## config.mk

```make
export PLATFORM = sky130hd
export DESIGN_NAME = parity_frame_rx
export DESIGN_NICKNAME = d
export VERILOG_FILES = /design/src/rtl/parity_frame_rx.sv
export SDC_FILE = /design/constraint.sdc
export NUM_CORES = 1
export LEC_CHECK = 0
export CORE_MARGIN = 5
export CORE_UTILIZATION = 45
export DETAILED_ROUTE_END_ITERATION = 10
export DONT_BUFFER_PORTS = 1
export MAX_ROUTING_LAYER = met4
export SLEW_MARGIN = 20
export SYNTH_ARGS = -nofsm -noshare
export SYNTH_HDL_FRONTEND = slang
export SYNTH_SLANG_ARGS = --single-unit
```

## constraint.sdc

```tcl
create_clock -name clk -period 1.55 [get_ports clk]
set_clock_uncertainty 0.15 [all_clocks]
set_input_delay 0.31 -clock clk [delete_from_list [all_inputs] [get_ports clk]]
set_output_delay 0.31 -clock clk [all_outputs]
set_load 0.01 [all_outputs]
```

## src/rtl/parity_frame_rx.sv

```systemverilog
// ============================================================================
// parity_frame_rx : serial start/data/parity/stop frame receiver with
//                   XOR parity check and framing-error detection.
// Revision 1.0
// ============================================================================
`default_nettype none

module parity_frame_rx #(
  parameter int DATA_W     = 8,
  parameter bit PARITY_ODD = 1'b0
) (
  input  logic              clk,
  input  logic              rst,
  input  logic              en,
  input  logic              rx_bit,
  output logic [DATA_W-1:0] data_out,
  output logic              data_valid,
  output logic              parity_err,
  output logic              frame_err,
  output logic              busy
);

  localparam int CNT_W = $clog2(DATA_W) + 1;

  localparam logic [1:0] S_IDLE   = 2'd0;
  localparam logic [1:0] S_DATA   = 2'd1;
  localparam logic [1:0] S_PARITY = 2'd2;
  localparam logic [1:0] S_STOP   = 2'd3;

  logic [1:0]        state_q, state_d;
  logic [CNT_W-1:0]  cnt_q, cnt_d;
  logic [DATA_W-1:0] shift_q, shift_d;
  logic              acc_q, acc_d;
  logic              perr_q, perr_d;
  logic [DATA_W-1:0] data_out_q, data_out_d;
  logic              data_valid_q, data_valid_d;
  logic              parity_err_q, parity_err_d;
  logic              frame_err_q, frame_err_d;
  logic              busy_q, busy_d;

  always_comb begin
    state_d      = state_q;
    cnt_d        = cnt_q;
    shift_d      = shift_q;
    acc_d        = acc_q;
    perr_d       = perr_q;
    data_out_d   = data_out_q;
    data_valid_d = 1'b0;
    parity_err_d = 1'b0;
    frame_err_d  = 1'b0;

    if (en) begin
      case (state_q)
        S_IDLE: begin
          if (!rx_bit) begin
            state_d = S_DATA;
            cnt_d   = '0;
            acc_d   = 1'b0;
          end
        end
        S_DATA: begin
          // Right shift so the first bit received lands in bit 0.
          shift_d = {rx_bit, shift_q[DATA_W-1:1]};
          acc_d   = acc_q ^ rx_bit;
          cnt_d   = cnt_q + CNT_W'(1);
          if (cnt_q == CNT_W'(DATA_W - 1)) begin
            state_d = S_PARITY;
          end
        end
        S_PARITY: begin
          perr_d  = acc_q ^ rx_bit ^ PARITY_ODD;
          state_d = S_STOP;
        end
        S_STOP: begin
          if (rx_bit) begin
            data_out_d   = shift_q;
            data_valid_d = 1'b1;
            parity_err_d = perr_q;
          end else begin
            frame_err_d  = 1'b1;
          end
          state_d = S_IDLE;
        end
        default: state_d = S_IDLE;
      endcase
    end

    busy_d = (state_d != S_IDLE);
  end

  always_ff @(posedge clk) begin
    if (rst) begin
      state_q      <= S_IDLE;
      cnt_q        <= '0;
      shift_q      <= '0;
      acc_q        <= 1'b0;
      perr_q       <= 1'b0;
      data_out_q   <= '0;
      data_valid_q <= 1'b0;
      parity_err_q <= 1'b0;
      frame_err_q  <= 1'b0;
      busy_q       <= 1'b0;
    end else begin
      state_q      <= state_d;
      cnt_q        <= cnt_d;
      shift_q      <= shift_d;
      acc_q        <= acc_d;
      perr_q       <= perr_d;
      data_out_q   <= data_out_d;
      data_valid_q <= data_valid_d;
      parity_err_q <= parity_err_d;
      frame_err_q  <= frame_err_d;
      busy_q       <= busy_d;
    end
  end

  assign data_out   = data_out_q;
  assign data_valid = data_valid_q;
  assign parity_err = parity_err_q;
  assign frame_err  = frame_err_q;
  assign busy       = busy_q;

endmodule

`default_nettype wire

```

Word-level counts from Yosys, hierarchy flattened

Index checks and enable logic that the tools add are counted.
Widths: inputs -> output; s select.

Add/subtract/negate cells: 1
Equality and inequality tests: 5
Muxes and demuxes: 10
Bitwise gates (word level): 4
Reductions and logical operators: 9

Operator list:

| cell                | number |
|---|---|
| $pmux 2 s4          | 1 |
| $pmux 4 s2          | 1 |
| $mux 2              | 3 |
| $reduce_and 3->1    | 2 |
| $add 4x1->4 const B | 1 |
| $eq 2x2->1 const B  | 2 |
| $eq 4x3->1 const B  | 1 |
| $mux 4              | 1 |
| $reduce_and 2->1    | 2 |
| $reduce_bool 2->1   | 2 |
| $reduce_or 4->1     | 1 |
| $mux 1              | 3 |
| $not 1->1           | 3 |
| $reduce_or 3->1     | 1 |
| $eq 2x1->1 const B  | 1 |
| $logic_not 2->1     | 1 |
| $ne 2x2->1 const B  | 1 |
| $pmux 1 s2          | 1 |
| $xor 1x1->1         | 1 |

Bits in registers: 28
Input port bits: 4
Output and inout port bits: 12
Logic and storage cells: 39

Depth between registers and ports, before layout

Depth in word-level cells: 5
Depth in mapped cells: 5
Depth with buffers taken out: 4

Least setup slack after synthesis

No wires, ideal clock.

Kind: reg-to-reg
Start point: register state_q[1]
End point: register acc_q
Setup time: 88 ps
Arrival: 1027 ps
Required time: 1312 ps
Slack: 285 ps
Stages on the path, launching flop included: 5
Path buffers: 1
Clock period less this slack: 1265 ps
Cell sequence: dfxtp_1 > nand3b_1 > buf_6 > mux2_2 > o32ai_2

Word-level cells in the longest chain between the ends: 3
Elaborated cells between the ends (all ways): 6
Those cells by class: eq/ne: 2; mux: 1; reduce/logical: 3

RTL lines:

| item                                                                    | line | RTL |
|---|---|---|
| from (decl)                                                             | 30   | `logic [1:0] state_q, state_d;` |
| from (signal assigned)                                                  | 104  | `state_q <= state_d;` |
| $eq 2x1->1 / $logic_not 2->1 (equally long branches)                    | 53   | `case (state_q)` |
| $reduce_bool 2->1 (no source line) / $ne 2x2->1 (equally long branches) | n/a  |  |
| $reduce_and 3->1 (no source line)                                       | n/a  |  |
| to (signal assigned)                                                    | 96   | `acc_q <= 1'b0;` |
| to (signal assigned)                                                    | 107  | `acc_q <= acc_d;` |
| to (decl)                                                               | 33   | `logic acc_q, acc_d;` |

Parallel ways exist; a longest one is shown, timed or not.
A chain may end at the register's enable or synchronous reset.

Final worst setup path

Start point: register state_q[1]
End point: register cnt_q[3]

Word-level cells in the longest chain between the ends: 3
Elaborated cells between the ends (all ways): 6
Those cells by class: eq/ne: 2; mux: 1; reduce/logical: 3

RTL lines:

| item                                                                    | line | RTL |
|---|---|---|
| $eq 2x1->1 / $logic_not 2->1 (equally long branches)                    | 53   |  |
| $reduce_bool 2->1 (no source line) / $ne 2x2->1 (equally long branches) | n/a  |  |
| $reduce_and 3->1 (no source line)                                       | n/a  |  |
| to (signal assigned)                                                    | 105  | `cnt_q <= cnt_d;` |
| to (decl)                                                               | 31   | `logic [CNT_W-1:0] cnt_q, cnt_d;` |

Parallel ways exist; a longest one is shown, timed or not.

==> run summary <==
The multi-input combinational cells in the finished layout cover a total of 505 um2. Setup violations remaining at the end of the flow were counted as 0. The starting density of the core came out at 0.462.

The first global-routing pass estimated 3770 um of wire. For this run, the leading register cell type out of synthesis is sky130_fd_sc_hd__dfxtp_1. Clock-pin slew was measured on the worst setup and hold paths at 0.15 ns.

The checks that failed: negative hold slack. Entering global routing, the biggest net connects 28 pins. The total count of max-transition violations in the final report came out at 0. Synthesis handed over a netlist of 134 instances.

The initial antenna violation count is 0. The hold path endpoint is state_q[1]. The setup total negative slack came out at 0 ns.

In this run the tool buffered the top-level ports with 0 buffer cells. The number of nets in the finished design is 139. The number of hold violations in the final report is 26.

The power per standard cell area came out at 1040 nW/um2. The number of iterations in the first detailed-routing pass is 4. The final antenna diode count is 0. The total area inside the core boundary comes to 2430 um2.

The remaining routing DRC violations is 0. The run finished, with violations left. The buffer cell driving the clock tree root is sky130_fd_sc_hd__clkbuf_4. The most common cell after layout, fill and taps aside is sky130_fd_sc_hd__nand2_1. The final instance area is 1210 um2. Setup repair after global routing left no endpoint under its margin.

The maximum count of clock buffers along a single path came out at 2. The congestion estimate from routability-driven global placement came to 0.747. The maximum frequency from static timing analysis is 707 MHz.

Summed over all nets, the half-perimeter wirelength after detailed placement is 1460 um. The chip height came out at 60.0 um. Of the post-synthesis cell area, the dominant cell type holds 0.498. The clock insertion delay at the later pin of the skew report came out at 0.32 ns. The global-route congestion overflow total is 0. The number of levels the H-tree was split into is 1. The reg-to-reg critical path endpoint is cnt_q[3]. The routed via count divided by cell count is 5.23.

The routed layout has 853 vias. The worst min-delay path class is primary input to flip-flop. In the final routed layout, each cell accounts on average for 12.9 um. TritonCTS built the clock tree. The worst register-to-register path begins at state_q[1]. The minimum clock period is 1.41 ns. The worst setup slack for register-to-register paths came out at 0.14 ns. The sequential standard cell area came out at 563 um2. Yosys attributes the largest share of cell area to sky130_fd_sc_hd__dfxtp_1 50%, sky130_fd_sc_hd__nand2_1 12%, sky130_fd_sc_hd__a21oi_1 9.8%. The floorplan step defined a die boundary enclosing 3600 um2.

The number of global-route vias before repair came out at 805. The number of rows created at floorplan came out at 18. Headroom to the max-slew limit came out at 0.761. The post-synthesis cell type count is 31. Of all flip-flops after synthesis, the portion carrying an async set or reset was 0. The synthesized netlist occupies a cell area of 1120 um2.

The total of fill cells in the finished design is 244. The number of synthesized flops with an enable pin came out at 0. The top-level I/O count came out at 16. Counting instances, the worst hold path has a depth of 1. The number of nets with antenna violations after detailed routing is 0.

The area growth from synthesis to layout is 7.45%. The number of warning messages in the yosys log is 0. The share of cells above drive strength 1 is 0.0977. The max-cap check violation count is 0. The critical path endpoint category is a flip-flop. The total of flip-flops plus latches after synthesis came out at 28. The worst setup path is of the flip-flop to flip-flop kind. The data arrival at the endpoint of the critical path came out at 1.52 ns.

At the pin with the least slew margin, the transition time is 0.358 ns. The part of the cycle the worst path needs came out at 0.912. Of all cell types, the one taking the most synthesized area is sky130_fd_sc_hd__dfxtp_1. The cell area after placement came out at 1130 um2.

The leakage power came out at 0.417 nW. The aggregate global-route resource usage came out at 0.141. The required time at the endpoint of the critical path is 1.66 ns.

The worst hold margin is -0.119 ns. The die is 60.0 um wide. The total setup buffers inserted after CTS is 0. The total nets after synthesis is 139.

The number of sinks on the clock net came out at 28. Counting cells, the worst reg-to-reg path comes to 3. The total clock buffers created by CTS is 3. In the layout the commonest cells are 37 x sky130_fd_sc_hd__nand2_1, 26 x sky130_fd_sc_hd__dfxtp_1, 22 x sky130_fd_sc_hd__a21oi_1, 5 x sky130_fd_sc_hd__o21ai_1.

The worst setup path is launched from a flip-flop. The total wire length after detailed routing came out at 2100 um. The synthesized area per cell came out at 8.39 um2. In this run, the number of DRC markers left after iteration 0 of detailed routing was 23. The worst hold path begins at rst. Along the worst path, the maximum fanout reaches 12. VDD sags by at most 0.630 mV. The sequential cell area fraction in the yosys report came out at 0.498.
through the flow:
| stage | cells | power, mW | hold WS, ns | utilization | worst slack, ns |
|---|---|---|---|---|---|
| 3_5_place_dp | 157 | 0.794 | 0.235 | 0.466 | 0.108 |
| 2_1_floorplan | 134 | 0.800 | 0.282 | - | 0.285 |
| 4_1_cts | 162 | 1.27 | -0.133 | 0.491 | 0.0687 |
| 6_report | 163 | 1.26 | -0.119 | 0.497 | 0.136 |
| 5_1_grt | 163 | 1.31 | -0.155 | 0.497 | 0.0660 |
| 3_3_place_gp | 157 | 0.793 | 0.232 | 0.466 | 0.172 |
worst max-delay path by stage:
stage                     from        to  slack (ns)
finish              state_q[1]  cnt_q[3]        0.14
global route        state_q[1]  cnt_q[3]        0.07
CTS                 state_q[1]  cnt_q[3]        0.07
detailed placement  state_q[1]  cnt_q[3]        0.11
global placement    state_q[0]  cnt_q[3]        0.17
floorplan           state_q[1]     acc_q        0.28
power breakdown:
group | internal [mW] | leakage (nW) | switching [mW]
logic | 0.0236 | 0.162 | 0.0244
clock network | 0.261 | 0.0279 | 0.211
registers | 0.727 | 0.227 | 0.00816
total | 1.01 | 0.417 | 0.244
state kept, by name, summed over array words and instances (netlist names), 2 cells and up:
name	count
shift_q	8
data_out	8
state_q	2
cnt_q	4
cell usage after synthesis, types with 2 or more instances:
| cell | instances |
|---|---|
| sky130_fd_sc_hd__a21oi_1 | 22 |
| sky130_fd_sc_hd__nor2_1 | 2 |
| sky130_fd_sc_hd__buf_2 | 6 |
| sky130_fd_sc_hd__or3_1 | 2 |
| sky130_fd_sc_hd__dfxtp_1 | 28 |
| sky130_fd_sc_hd__inv_1 | 2 |
| sky130_fd_sc_hd__nand2_1 | 37 |
| sky130_fd_sc_hd__nand2b_1 | 3 |
| sky130_fd_sc_hd__nand3_1 | 3 |
| sky130_fd_sc_hd__nor2b_1 | 2 |
| sky130_fd_sc_hd__and3b_1 | 2 |
| sky130_fd_sc_hd__clkbuf_1 | 2 |
| sky130_fd_sc_hd__o21ai_1 | 5 |
repair_timing:
action                                  in CTS  in global routing
endpoints found under the setup margin       0                  6
hold buffers                                 1                  1
endpoints found under the hold margin       26                 27
resized for setup                            0                  3
layout make-up:
type / instances / area share
clock buffer: 3 / 0.0186
clock inverter: 1 / 0.0248
inverter: 2 / 0.00621
multi-input combinational: 94 / 0.418
sequential: 28 / 0.466
tap: 30 / 0.0311
timing repair buffer: 5 / 0.0352
routing by layer:
metal	track usage	vias up	part of all wire
met4	0.0570	0	0.0091
li1	-	453	-
met5	-	-	0
met2	0.205	7	0.46
met1	0.188	391	0.49
met3	0.0302	2	0.037
critical path, stage by stage (launching register included):
cell and delay, ns:
sky130_fd_sc_hd__dfxtp_2 0.41, sky130_fd_sc_hd__nand3b_1 0.26, sky130_fd_sc_hd__or3_1 0.38, sky130_fd_sc_hd__a31oi_1 0.16
cell families after synthesis:
logic type                 after synthesis  share of synthesized area
adders and majority gates                1                     0.0111
AOI/OAI and AO/OA                       33                      0.170
and+or+nand+nor                         58                      0.249
DFF                                     28                      0.498
muxes                                    1                     0.0100
xor gates and xnor gates                 1                    0.00779
buffers and inverters                   12                     0.0534
Note: power is estimated with default switching activity, not from simulation.
